File: src/rtl/uart_8n1_pkg.sv
// Shared types and constants for the 8N1 UART receiver.
package uart_8n1_pkg;

  // Receiver frame-tracking states
  typedef enum logic [2:0] {
    IDLE,
    START,
    DATA,
    STOP,
    BREAK
  } rx_state_e;

  localparam int         OVERSAMPLE = 16;
  localparam logic [3:0] SAMPLE_MID = 4'd7;
  localparam logic [3:0] SAMPLE_END = 4'(OVERSAMPLE - 1);
  localparam int         DATA_BITS  = 8;

  // Two-of-three vote; filters single-sample noise on the line
  function automatic logic majority3(input logic [2:0] v);
    return (v[0] & v[1]) | (v[0] & v[2]) | (v[1] & v[2]);
  endfunction

endpackage

File: src/rtl/uart_sync_ff.sv
// Multi-flop synchronizer for an asynchronous input; flops reset to 1 so an
// idle-high line does not look like a falling edge after reset.
module uart_sync_ff #(
  parameter int STAGES = 2
) (
  input  logic clk,
  input  logic reset,
  input  logic d,
  output logic q
);

  logic [STAGES-1:0] sync_reg;

  // Shift the raw input through the synchronizer chain
  always_ff @(posedge clk or posedge reset) begin
    if (reset) begin
      sync_reg <= '1;
    end else begin
      sync_reg <= {sync_reg[STAGES-2:0], d};
    end
  end

  assign q = sync_reg[STAGES-1];

endmodule

File: src/rtl/uart_8n1_receiver.sv
// 8N1 UART receiver clocked at 16x the baud rate. The start bit is validated
// at mid-bit, data and stop bits are sampled one bit-time apart using a
// majority-voted copy of the synchronized line.
module uart_8n1_receiver
  import uart_8n1_pkg::*;
#(
  parameter int SYNC_STAGES = 2  // must be at least 2
) (
  input  logic       clk_baud_16x,
  input  logic       reset,
  input  logic       rx,
  output logic [7:0] recv_data,
  output logic       recv_avail,
  input  logic       recv_read,
  output logic       recv_overrun,
  output logic       recv_frame_error,
  output logic       recv_busy
);

  localparam logic [2:0] LAST_BIT = 3'(DATA_BITS - 1);

  logic                 rx_sync;
  logic [2:0]           hist_reg;
  logic                 rx_vote;

  rx_state_e            state_reg, state_next;
  logic [3:0]           tick_reg, tick_next;
  logic [2:0]           bit_idx_reg, bit_idx_next;
  logic [DATA_BITS-1:0] data_sr_reg, data_sr_next;
  logic                 byte_done;
  logic                 frame_err;

  uart_sync_ff #(
    .STAGES(SYNC_STAGES)
  ) u_sync (
    .clk  (clk_baud_16x),
    .reset(reset),
    .d    (rx),
    .q    (rx_sync)
  );

  // Keep the last three synchronized samples for the majority vote
  always_ff @(posedge clk_baud_16x or posedge reset) begin
    if (reset) begin
      hist_reg <= 3'b111;
    end else begin
      hist_reg <= {hist_reg[1:0], rx_sync};
    end
  end

  assign rx_vote = majority3(hist_reg);

  // FSM state, bit-time counter, bit index and shift register
  always_ff @(posedge clk_baud_16x or posedge reset) begin
    if (reset) begin
      state_reg   <= IDLE;
      tick_reg    <= 4'd0;
      bit_idx_reg <= 3'd0;
      data_sr_reg <= '0;
    end else begin
      state_reg   <= state_next;
      tick_reg    <= tick_next;
      bit_idx_reg <= bit_idx_next;
      data_sr_reg <= data_sr_next;
    end
  end

  // Next-state logic; the counter free-runs (and wraps) outside IDLE
  always_comb begin
    state_next   = state_reg;
    tick_next    = tick_reg + 4'd1;
    bit_idx_next = bit_idx_reg;
    data_sr_next = data_sr_reg;
    byte_done    = 1'b0;
    frame_err    = 1'b0;

    unique case (state_reg)
      IDLE: begin
        tick_next = 4'd0;
        if (!rx_sync) begin
          state_next = START;
        end
      end

      START: begin
        if (tick_reg == SAMPLE_MID) begin
          if (!rx_vote) begin
            state_next   = DATA;
            tick_next    = 4'd0;
            bit_idx_next = 3'd0;
          end else begin
            // Line went back high before mid-bit: treat as a glitch
            state_next = IDLE;
          end
        end
      end

      DATA: begin
        if (tick_reg == SAMPLE_END) begin
          data_sr_next = {rx_vote, data_sr_reg[DATA_BITS-1:1]};
          bit_idx_next = bit_idx_reg + 3'd1;
          if (bit_idx_reg == LAST_BIT) begin
            state_next = STOP;
          end
        end
      end

      STOP: begin
        if (tick_reg == SAMPLE_END) begin
          if (rx_vote) begin
            byte_done  = 1'b1;
            state_next = IDLE;
          end else begin
            frame_err  = 1'b1;
            state_next = BREAK;
          end
        end
      end

      BREAK: begin
        // Wait for the line to recover so a held-low line is not a start bit
        if (rx_sync) begin
          state_next = IDLE;
        end
      end

      default: begin
        state_next = IDLE;
      end
    endcase
  end

  // Consumer-facing holding register, availability and overrun tracking
  always_ff @(posedge clk_baud_16x or posedge reset) begin
    if (reset) begin
      recv_data        <= 8'h00;
      recv_avail       <= 1'b0;
      recv_overrun     <= 1'b0;
      recv_frame_error <= 1'b0;
    end else begin
      recv_frame_error <= frame_err;
      if (byte_done) begin
        recv_data  <= data_sr_reg;
        recv_avail <= 1'b1;
        // A read in the same cycle consumes the old byte, so no overrun
        if (recv_avail) begin
          recv_overrun <= ~recv_read;
        end
      end else if (recv_read && recv_avail) begin
        recv_avail   <= 1'b0;
        recv_overrun <= 1'b0;
      end
    end
  end

  assign recv_busy = (state_reg != IDLE);

endmodule
File: config.mk
export PLATFORM = sky130hd
export DESIGN_NAME = uart_8n1_receiver
export DESIGN_NICKNAME = d
export VERILOG_FILES = /design/src/rtl/uart_8n1_pkg.sv /design/src/rtl/uart_sync_ff.sv /design/src/rtl/uart_8n1_receiver.sv
export SDC_FILE = /design/constraint.sdc
export NUM_CORES = 1
export LEC_CHECK = 0
export ABC_AREA = 1
export BUFFER_PORTS_ARGS = -buffer_cell sky130_fd_sc_hd__clkbuf_2
export CORE_ASPECT_RATIO = 0.7
export CORE_MARGIN = 4
export CORE_UTILIZATION = 40
export DETAILED_ROUTE_END_ITERATION = 8
export HOLD_SLACK_MARGIN = 0.1
export MAX_ROUTING_LAYER = met4
export SLEW_MARGIN = 20
export SYNTH_ARGS = -nofsm -noshare
export SYNTH_HDL_FRONTEND = slang
export SYNTH_SLANG_ARGS = --single-unit
File: constraint.sdc
create_clock -name clk_baud_16x -period 2.4 [get_ports clk_baud_16x]
set_input_delay 0.12 -clock clk_baud_16x [delete_from_list [all_inputs] [get_ports clk_baud_16x]]
set_output_delay 0.12 -clock clk_baud_16x [all_outputs]
set_load 0.01 [all_outputs]
==> Yosys cells after proc, flatten, opt, wreduce, memory -nomap -nowiden <==
Index checks and enable logic that the tools add are counted.
{ "totals": {"input_bits": 4, "output_inout_bits": 12, "register_bits": 34} }
{ "classes": {"n_eq_ne": 15, "bitwise": 6, "reduce_logical": 9, "addsub": 2, "n_mux": 26} }
{ "op_table": {"columns": ["cell", "n"], "rows": [
  ["$mux W3", 10],
  ["$pmux W3 S5", 1],
  ["$ne A2 B2 Y1 const B", 7],
  ["$mux W1", 10],
  ["$mux W4", 2],
  ["$pmux W4 S2", 1],
  ["$eq A3 B2 Y1 const B", 2],
  ["$eq A3 B3 Y1 const B", 2],
  ["$pmux W3 S2", 1],
  ["$reduce_and A6 Y1", 1],
  ["$add A4 B1 Y4 const B", 1],
  ["$eq A4 B3 Y1 const B", 1],
  ["$eq A4 B4 Y1 const B", 1],
  ["$reduce_and A2 Y1", 2],
  ["$reduce_and A4 Y1", 1],
  ["$reduce_bool A2 Y1", 2],
  ["$add A3 B1 Y3 const B", 1],
  ["$and A1 B1 Y1", 3],
  ["$eq A3 B1 Y1 const B", 1],
  ["$logic_not A3 Y1", 1],
  ["$reduce_bool A3 Y1", 1],
  ["$mux W2", 1],
  ["$ne A2 B1 Y1 const B", 1],
  ["$or A1 B1 Y1", 2],
  ["2 further kinds", 2]
]} }

==> Longest topological paths before layout <==
Gate-level depths: netlist (run 1).
{ "logic_depth": {"ltp_word": 8, "ltp_mapped": 9, "mapped_depth_nobuf": 9} }

==> Modules after synthesis <==
From an unflattened synthesis (run 1), not the netlist that was laid out.
{ "hier_totals": {"hier_cells": 154, "area_unflattened_um2": 1471.4} }
{ "by_module_without_submodules": {"columns": ["mod", "cells_per_inst", "seq_area_each_um2", "area_per_inst_um2", "n_inst"], "rows": [
  ["uart_8n1_receiver", 151, 804.5, 1415.1, 1],
  ["uart_sync_ff", 3, 52.6, 56.3, 1]
]} }

==> Worst setup path before layout (run 1) <==
OpenSTA, ideal clock, no wires.
{ "synth_timing": {"path_kind": "register -> register", "from": "reg tick_reg[0]", "to": "reg recv_data[3]", "setup_time_ps": 117, "stages_incl_launch_ff": 10, "t_arrival_ps": 1233, "slack_ps": 1051, "cell_sequence": "dfrtp_1 -> ha_1 -> nand3_2 -> inv_1 -> nand2_2 -> nor2_4 -> inv_2 -> buf_6 -> nand2_1 -> nand2_1"} }
{ "synth_between": {"elab_chain_len": 3} }
{ "synth_rtl": {"columns": ["item", "line_no", "rtl"], "rows": [
  ["from (decl)", "uart_8n1_receiver.sv:27", "logic [3:0] tick_reg, tick_next;"],
  ["from (signal assigned)", "uart_8n1_receiver.sv:62", "tick_reg <= tick_next;"],
  ["$eq A4 B4 Y1", "uart_8n1_receiver.sv:109", "if (tick_reg == SAMPLE_END) begin"],
  ["$mux W1", "uart_8n1_receiver.sv:109", null],
  ["$mux W1", "uart_8n1_receiver.sv:77", "unique case (state_reg)"],
  ["to (signal assigned)", "uart_8n1_receiver.sv:143", "recv_data <= data_sr_reg;"],
  ["to (decl)", "uart_8n1_receiver.sv:12", "output logic [7:0] recv_data,"]
]} }
Every way passes these cells.
A chain may end at the register's enable or synchronous reset.

==> Worst setup path in the final report (run 1) <==
{ "layout_timing": {"from": "reg tick_reg[0]", "to": "reg recv_data[0]"} }
The elaborated chain is that of the path after synthesis.

==> run_results.csv, run 1 <==
group,metric,value,unit
run_status,status,"complete, no violations",
min_path,hp-class,"primary input to register",
grt,grt_max_degree,35,
critical_path,cp.required,2.61,ns
layout,antenna_cells,0,
yosys,synthTopCellsByArea,"dfrtp_1 (50%), nand2_1 (14%), dfstp_2 (9.1%)",
detailed_routing,vias,1018,
placement,dpl.cell_count,216,
clock_network,cts.root.buffer_cell,"clkbuf_8",
yosys,synth_edf_count,0,
yosys,synth_flop_cell,"dfrtp_1",
yosys,yosysTopAreaCell,"dfrtp_1",
sta,fin_crit_sh,61.9,%
pwr,p_per_area,827,nW/um^2
detailed_routing,wl,2340,um
critical_path,crit_chain,"ha_1, nand3_2, inv_1, nand2_2, nor2_4, inv_2, nand2_1, o21ai_2",
clock_network,ctsResizeCount,0,
layout,final_net_count,185,
grt,grt_pass1_vias,987,
flow_run,drv_cap,0,
critical_path,crit_fanout,15,
grt,grt_use_total,12.6,%
yosys,syn_avg_cell_area,9.30,um^2
yosys,async_flop_share,100,%
placement,dp_slack,0.924,ns
sta,tightest_slew,0.415,ns
sta,max_freq,673,MHz
placement,port_buffers,15,
die,start_util,43.7,%
sta,slew_violations,0,
detailed_routing,drtIter0Drc,47,
pwr,leakage,0.884,nW
clock_network,cts-buffers-inserted,5,
layout,final-instance-count-excl-fill,225,
sta,min_period,1.49,ns
die,ios,16,
layout,area_delta_synth_final,14.9,%
yosys,synth_most_common_cell,"nand2_1",
placement,place.gp.congestion,0.834,
clock_network,cts_buffer_depth,2,
yosys,yosysWarnings,0,
layout,design_area,1660,um^2
layout,fill_cells,307,
critical_path,worstSetupEndpointType,"register",
critical_path,worstRegToRegCells,8,
yosys,syn_nets,162,
die,design.die.area,4640,um^2
yosys,synth_seq_area_share,59.5,%
die,core,3300,um^2
yosys,synth_area,1440,um^2
layout,drive_gt1_share,21.3,%
detailed_routing,ant_nets,0,
clock_network,post_cts_buffers,0,
sta,maxSlewHeadroom,72.3,%
critical_path,path_class,"register to register",
grt,grt_pass1_wl,4260,um
yosys,ys_ff_latch,34,
die,row_count,17,
detailed_routing,drc,0,
layout,utilization,50.2,%
yosys,yosys.cell_types.count,20,
critical_path,slowest_stage,"dfrtp_1",
placement,hpwl,1680,um
sta,setup_viol,0,
pwr,irDropWorstVdd,346,uV
die,die_w,79.8,um
critical_path,cp.arrival,1.70,ns
sta,worst_slack,0.914,ns
min_path,whs_path_depth,4,
grt,antenna_found_initial,0,
min_path,worstHoldStart,"recv_read",
die,die_h,58.2,um
detailed_routing,via_per_inst,4.52,
critical_path,path_buf_inv,2,
critical_path,crit_family,"flip-flops",
sta,hold_viol,0,
clock_network,clkSinkCount,34,
sta,finalSetupTns,0,ns
clock_network,clock_latency,0.28,ns
detailed_routing,dr.pass1.iters,4,
clock_network,cts_tree,"built",
min_path,whs_endpoint,"recv_overrun",
grt,overflow,0,
detailed_routing,wl_per_cell,10.4,um
yosys,yosysTopAreaCellShare,50.3,%
clock_network,clkTransAtPathRegs,0.07,ns
clock_network,htreeDepth,2,
critical_path,critPathMaxStageDelay,0.39,ns
critical_path,startpoint,"tick_reg[0]",
yosys,syn_inst,155,
sta,skew,0.00611,ns
yosys,ys_top_cells_by_count,"nand2_1 (55), dfrtp_1 (29), inv_1 (16)",
critical_path,rr_startpoint,"tick_reg[0]",
critical_path,critPathLaunchType,"register",
placement,post_dp_cell_area,1560,um^2
sta,rsz0062_at_grt,"false",
critical_path,r2r_slack,0.91,ns
critical_path,r2r-end,"recv_data[0]",
-- area by class of cell --
| class | instances | area [um^2] | share of cell area [%] |
|---|---|---|---|
| inverters | 17 | 63.8 | 3.85 |
| well taps | 47 | 58.8 | 3.55 |
| flip-flops and latches | 34 | 857 | 51.7 |
| clock buffers | 7 | 76.3 | 4.61 |
| repair buffers | 18 | 103 | 6.19 |
| multi-input cells | 102 | 498 | 30.1 |
-- kinds of logic after synthesis --
logic type,synth area share (%)
AND/OR/NAND/NOR,23.7
AO/OA/AOI/OAI,7.64
adder cells (fa/ha/maj),2.60
flip-flops,59.5
XOR/XNOR,0.608
buffers and inverters,5.99
-- worst max path at each step --
stage,cells past startpoint,to,slack (ns)
detailed placement,8,recv_data[0],0.92
global placement,8,recv_data[0],0.97
floorplan,9,recv_data[3],1.05
CTS,8,recv_data[0],0.91
global route,4,data_sr_reg[0],0.79
finish,8,recv_data[0],0.91
-- power by group --
| group | internal (mW) | switching, mW | leakage, nW |
|---|---|---|---|
| clock network | 0.199 | 0.189 | 0.0383 |
| logic | 0.106 | 0.185 | 0.396 |
| registers | 0.637 | 0.0542 | 0.449 |
| total | 0.942 | 0.428 | 0.884 |
-- worst min-delay path, stage by stage --
cell and delay [ns]:
clkbuf_2 0.07, nand2_1 0.05, nand2_1 0.06, o21ai_2 0.04
-- stage by stage --
stage	hold WS [ns]	total power [mW]
finish	0.107	1.37
global route	0.137	1.47
CTS	0.100	1.39
detailed placement	0.209	0.991
global placement	0.208	0.988
floorplan	0.124	0.918
-- cell usage in the layout (no fill, tap or decap), drive strengths merged --
master and instances:
buf 1, dlygate4sd3 2, inv 17, a21boi 1
nand2 56, ha 3, nand3 5, a21oi 5
dfstp 5, nand3b 1, xor2 1, nor2 18
o21ai 11, or2 1, clkbuf 22, dfrtp 29
-- repair_timing --
action / 4_1_cts / 5_1_grt
endpoints found under the setup margin: 0 / 0
endpoints found under the hold margin: 30 / 0
hold buffers: 2 / 0
-- metal layers --
metal,track usage (%),part of all wire (%)
met1,15.9,52
met2,17.8,40
met3,4.19,5.5
met4,7.23,2.4
met5,-,0
Power figures use the tool's default switching activity.
==> run 2, diff against run 1 <==
--- a/config.mk
+++ b/config.mk
@@ -5,7 +5,7 @@
 export SDC_FILE = /design/constraint.sdc
 export NUM_CORES = 1
 export LEC_CHECK = 0
-export ABC_AREA = 1
+export ABC_AREA = 0
 export BUFFER_PORTS_ARGS = -buffer_cell sky130_fd_sc_hd__clkbuf_2
 export CORE_ASPECT_RATIO = 0.7
 export CORE_MARGIN = 4
==> constraint.sdc (replaced) <==
create_clock -name clk_baud_16x -period 1.54 [get_ports clk_baud_16x]
set_input_delay 0.077 -clock clk_baud_16x [delete_from_list [all_inputs] [get_ports clk_baud_16x]]
set_output_delay 0.077 -clock clk_baud_16x [all_outputs]
set_load 0.01 [all_outputs]
==> run 2 against run 1 <==
Net effect: sequential power grew 64%; sequential share of layout area shrank 3.9 points; register-to-register slack lost 0.87 ns; global-route usage grew 0.63 points; combinational power grew 110%; critical path type unchanged; critical endpoint is now bit_idx_reg[0].
==> run_results.csv, run 2 <==
group,metric,value,unit
run_status,status,"complete, no violations",
layout,seqCellArea,860,um^2
min_path,whs_path_depth,0,
clock_network,cts_tree,"built",
critical_path,critPathLaunchType,"register",
critical_path,r2r-end,"bit_idx_reg[0]",
layout,design_area,1800,um^2
grt,grt_pass1_vias,981,
sta,skew,0.00514,ns
yosys,synth_seq_area_share,61.7,%
detailed_routing,via_per_inst,4.74,
layout,fill_cells,280,
die,row_count,17,
critical_path,rr_startpoint,"tick_reg[3]",
grt,antenna_found_initial,0,
die,core,3230,um^2
yosys,ys_top_cells_by_count,"nand2_1 (31), dfrtp_1 (29), mux2_2 (8)",
sta,min_period,1.49,ns
detailed_routing,drc,0,
die,die_h,57.3,um
detailed_routing,wl_per_cell,12.7,um
layout,area_delta_synth_final,29.3,%
critical_path,startpoint,"tick_reg[3]",
yosys,yosys.cell_types.count,30,
critical_path,cp.arrival,1.66,ns
yosys,yosysTopAreaCellShare,52.2,%
sta,finalSetupTns,0,ns
clock_network,cts_buffer_depth,2,
die,design.die.area,4500,um^2
yosys,ys_ff_latch,34,
yosys,syn_inst,121,
sta,maxSlewHeadroom,72.3,%
yosys,synth_flop_cell,"dfrtp_1",
critical_path,worstRegToRegCells,4,
pwr,p_per_area,1340,nW/um^2
sta,rsz0062_at_grt,"false",
critical_path,r2r_slack,0.05,ns
yosys,synth_area,1390,um^2
sta,worst_slack,0.0490,ns
clock_network,clock_latency,0.28,ns
pwr,leakage,0.916,nW
sta,tightest_slew,0.416,ns
grt,met1_usage,17.4,%
placement,place.gp.congestion,0.859,
yosys,synthTopCellsByArea,"dfrtp_1 (52%), dfstp_2 (9.5%), nand2_1 (8.4%)",
min_path,hp-class,"register to register",
pwr,irDropWorstVdd,643,uV
placement,dpl.cell_count,189,
placement,dp_slack,-0.0640,ns
layout,most-common-layout-cells,"nand2_1 (31), dfrtp_1 (27), buf_4 (16)",
placement,post_dp_cell_area,1580,um^2
grt,grt_max_degree,35,
yosys,synth_edf_count,0,
sta,slew_violations,0,
detailed_routing,wl,2620,um
layout,drive_gt1_share,40.3,%
layout,final_net_count,165,
critical_path,path_class,"register to register",
yosys,yosysWarnings,0,
yosys,syn_avg_cell_area,11.5,um^2
layout,final-instance-count-excl-fill,206,
grt,grt_use_total,13.3,%
critical_path,cp.required,1.71,ns
yosys,syn_nets,128,
yosys,async_flop_share,100,%
critical_path,worstSetupEndpointType,"register",
layout,final_common_cell,"nand2_1",
clock_network,clkTransAtPathRegs,0.06,ns
detailed_routing,drtIter0Drc,48,
clock_network,clkSinkCount,34,
clock_network,htreeDepth,2,
flow_run,drv_cap,0,
sta,holdWs,0.357,ns
grt,grt_busiest_layer,"met2",
sta,hold_viol,0,
critical_path,crit_end,"bit_idx_reg[0]",
die,start_util,43.0,%
layout,antenna_cells,0,
clock_network,cts.root.buffer_cell,"clkbuf_8",
yosys,yosysTopAreaCell,"dfrtp_1",
detailed_routing,ant_nets,0,
yosys,synth_most_common_cell,"nand2_1",
detailed_routing,vias,976,
placement,port_buffers,15,
die,ios,16,
clock_network,cts-buffers-inserted,5,
grt,overflow,0,
die,die_w,78.5,um
sta,fin_crit_sh,96.8,%
detailed_routing,dr.pass1.iters,4,
sta,setup_viol,0,
critical_path,crit_fanout,3,
grt,use_met2,18.0,%
placement,hpwl,1690,um
grt,grt_pass1_wl,4460,um
layout,multi_input_comb_area,549,um^2
sta,max_freq,671,MHz
grt,grt_util_met3,4.73,%
-- run 2: power breakdown --
part | internal, mW | switching, mW
Combinational | 0.311 | 0.311
Sequential | 1.02 | 0.105
Clock | 0.364 | 0.294
-- run 2: worst max-delay path, stage by stage, from the launching register on --
cell and delay (ns):
dfrtp_2 0.42, or2_2 0.32, nor4_4 0.31, nor2_2 0.07, mux2_2 0.26
-- run 2: timing repair --
item                                   4_1_cts  5_1_grt
setup endpoints to repair                   13       12
pin swaps                                    0        2
hold buffers                                 3        0
gates cloned                                 0        0
endpoints found under the hold margin       32        0
resized for setup                            3        9
buffers inserted                             1        5
-- run 2: layout make-up --
| type | instances | share of cell area (%) |
|---|---|---|
| Inverter | 4 | 0.835 |
| Sequential cell | 34 | 47.8 |
| Timing Repair Buffer | 34 | 12.5 |
| Tap cell | 47 | 3.27 |
| Clock buffer | 8 | 5.01 |
| Multi-Input combinational cell | 79 | 30.5 |
-- run 2: worst min path at each step --
stage / from / to / slack [ns]
finish: u_sync.sync_reg[0] / u_sync.sync_reg[1] / 0.36
CTS: u_sync.sync_reg[0] / u_sync.sync_reg[1] / 0.36
detailed placement: reset / recv_data[0] / 0.17
global route: u_sync.sync_reg[0] / u_sync.sync_reg[1] / 0.37
global placement: reset / recv_data[0] / 0.16
floorplan: rx / u_sync.sync_reg[0] / 0.08
-- run 2: routing by layer --
layer	routed length, um	share of wire (%)	vias to the layer above
met5	0	0	-
met4	59	2.3	0
met3	133	5.1	7
met2	1080	41	26
met1	1340	51	464
li1	-	-	479
-- run 2: cell families after synthesis --
logic type      count (synthesis)  share of synthesized area (%)
compound gates                 14                           6.30
buf+inv                         8                           2.52
flops                          34                           61.7
mux                             9                           7.29
fa+ha+maj                       4                           3.51
xor+xnor                        2                           1.26
simple gates                   50                           17.5
-- run 2: through the flow --
step           total power [mW]  util, %
2_1_floorplan              1.43        -
3_3_place_gp               1.58     48.8
3_5_place_dp               1.59     48.8
4_1_cts                    2.29     53.2
5_1_grt                    2.56     55.6
6_report                   2.41     55.6
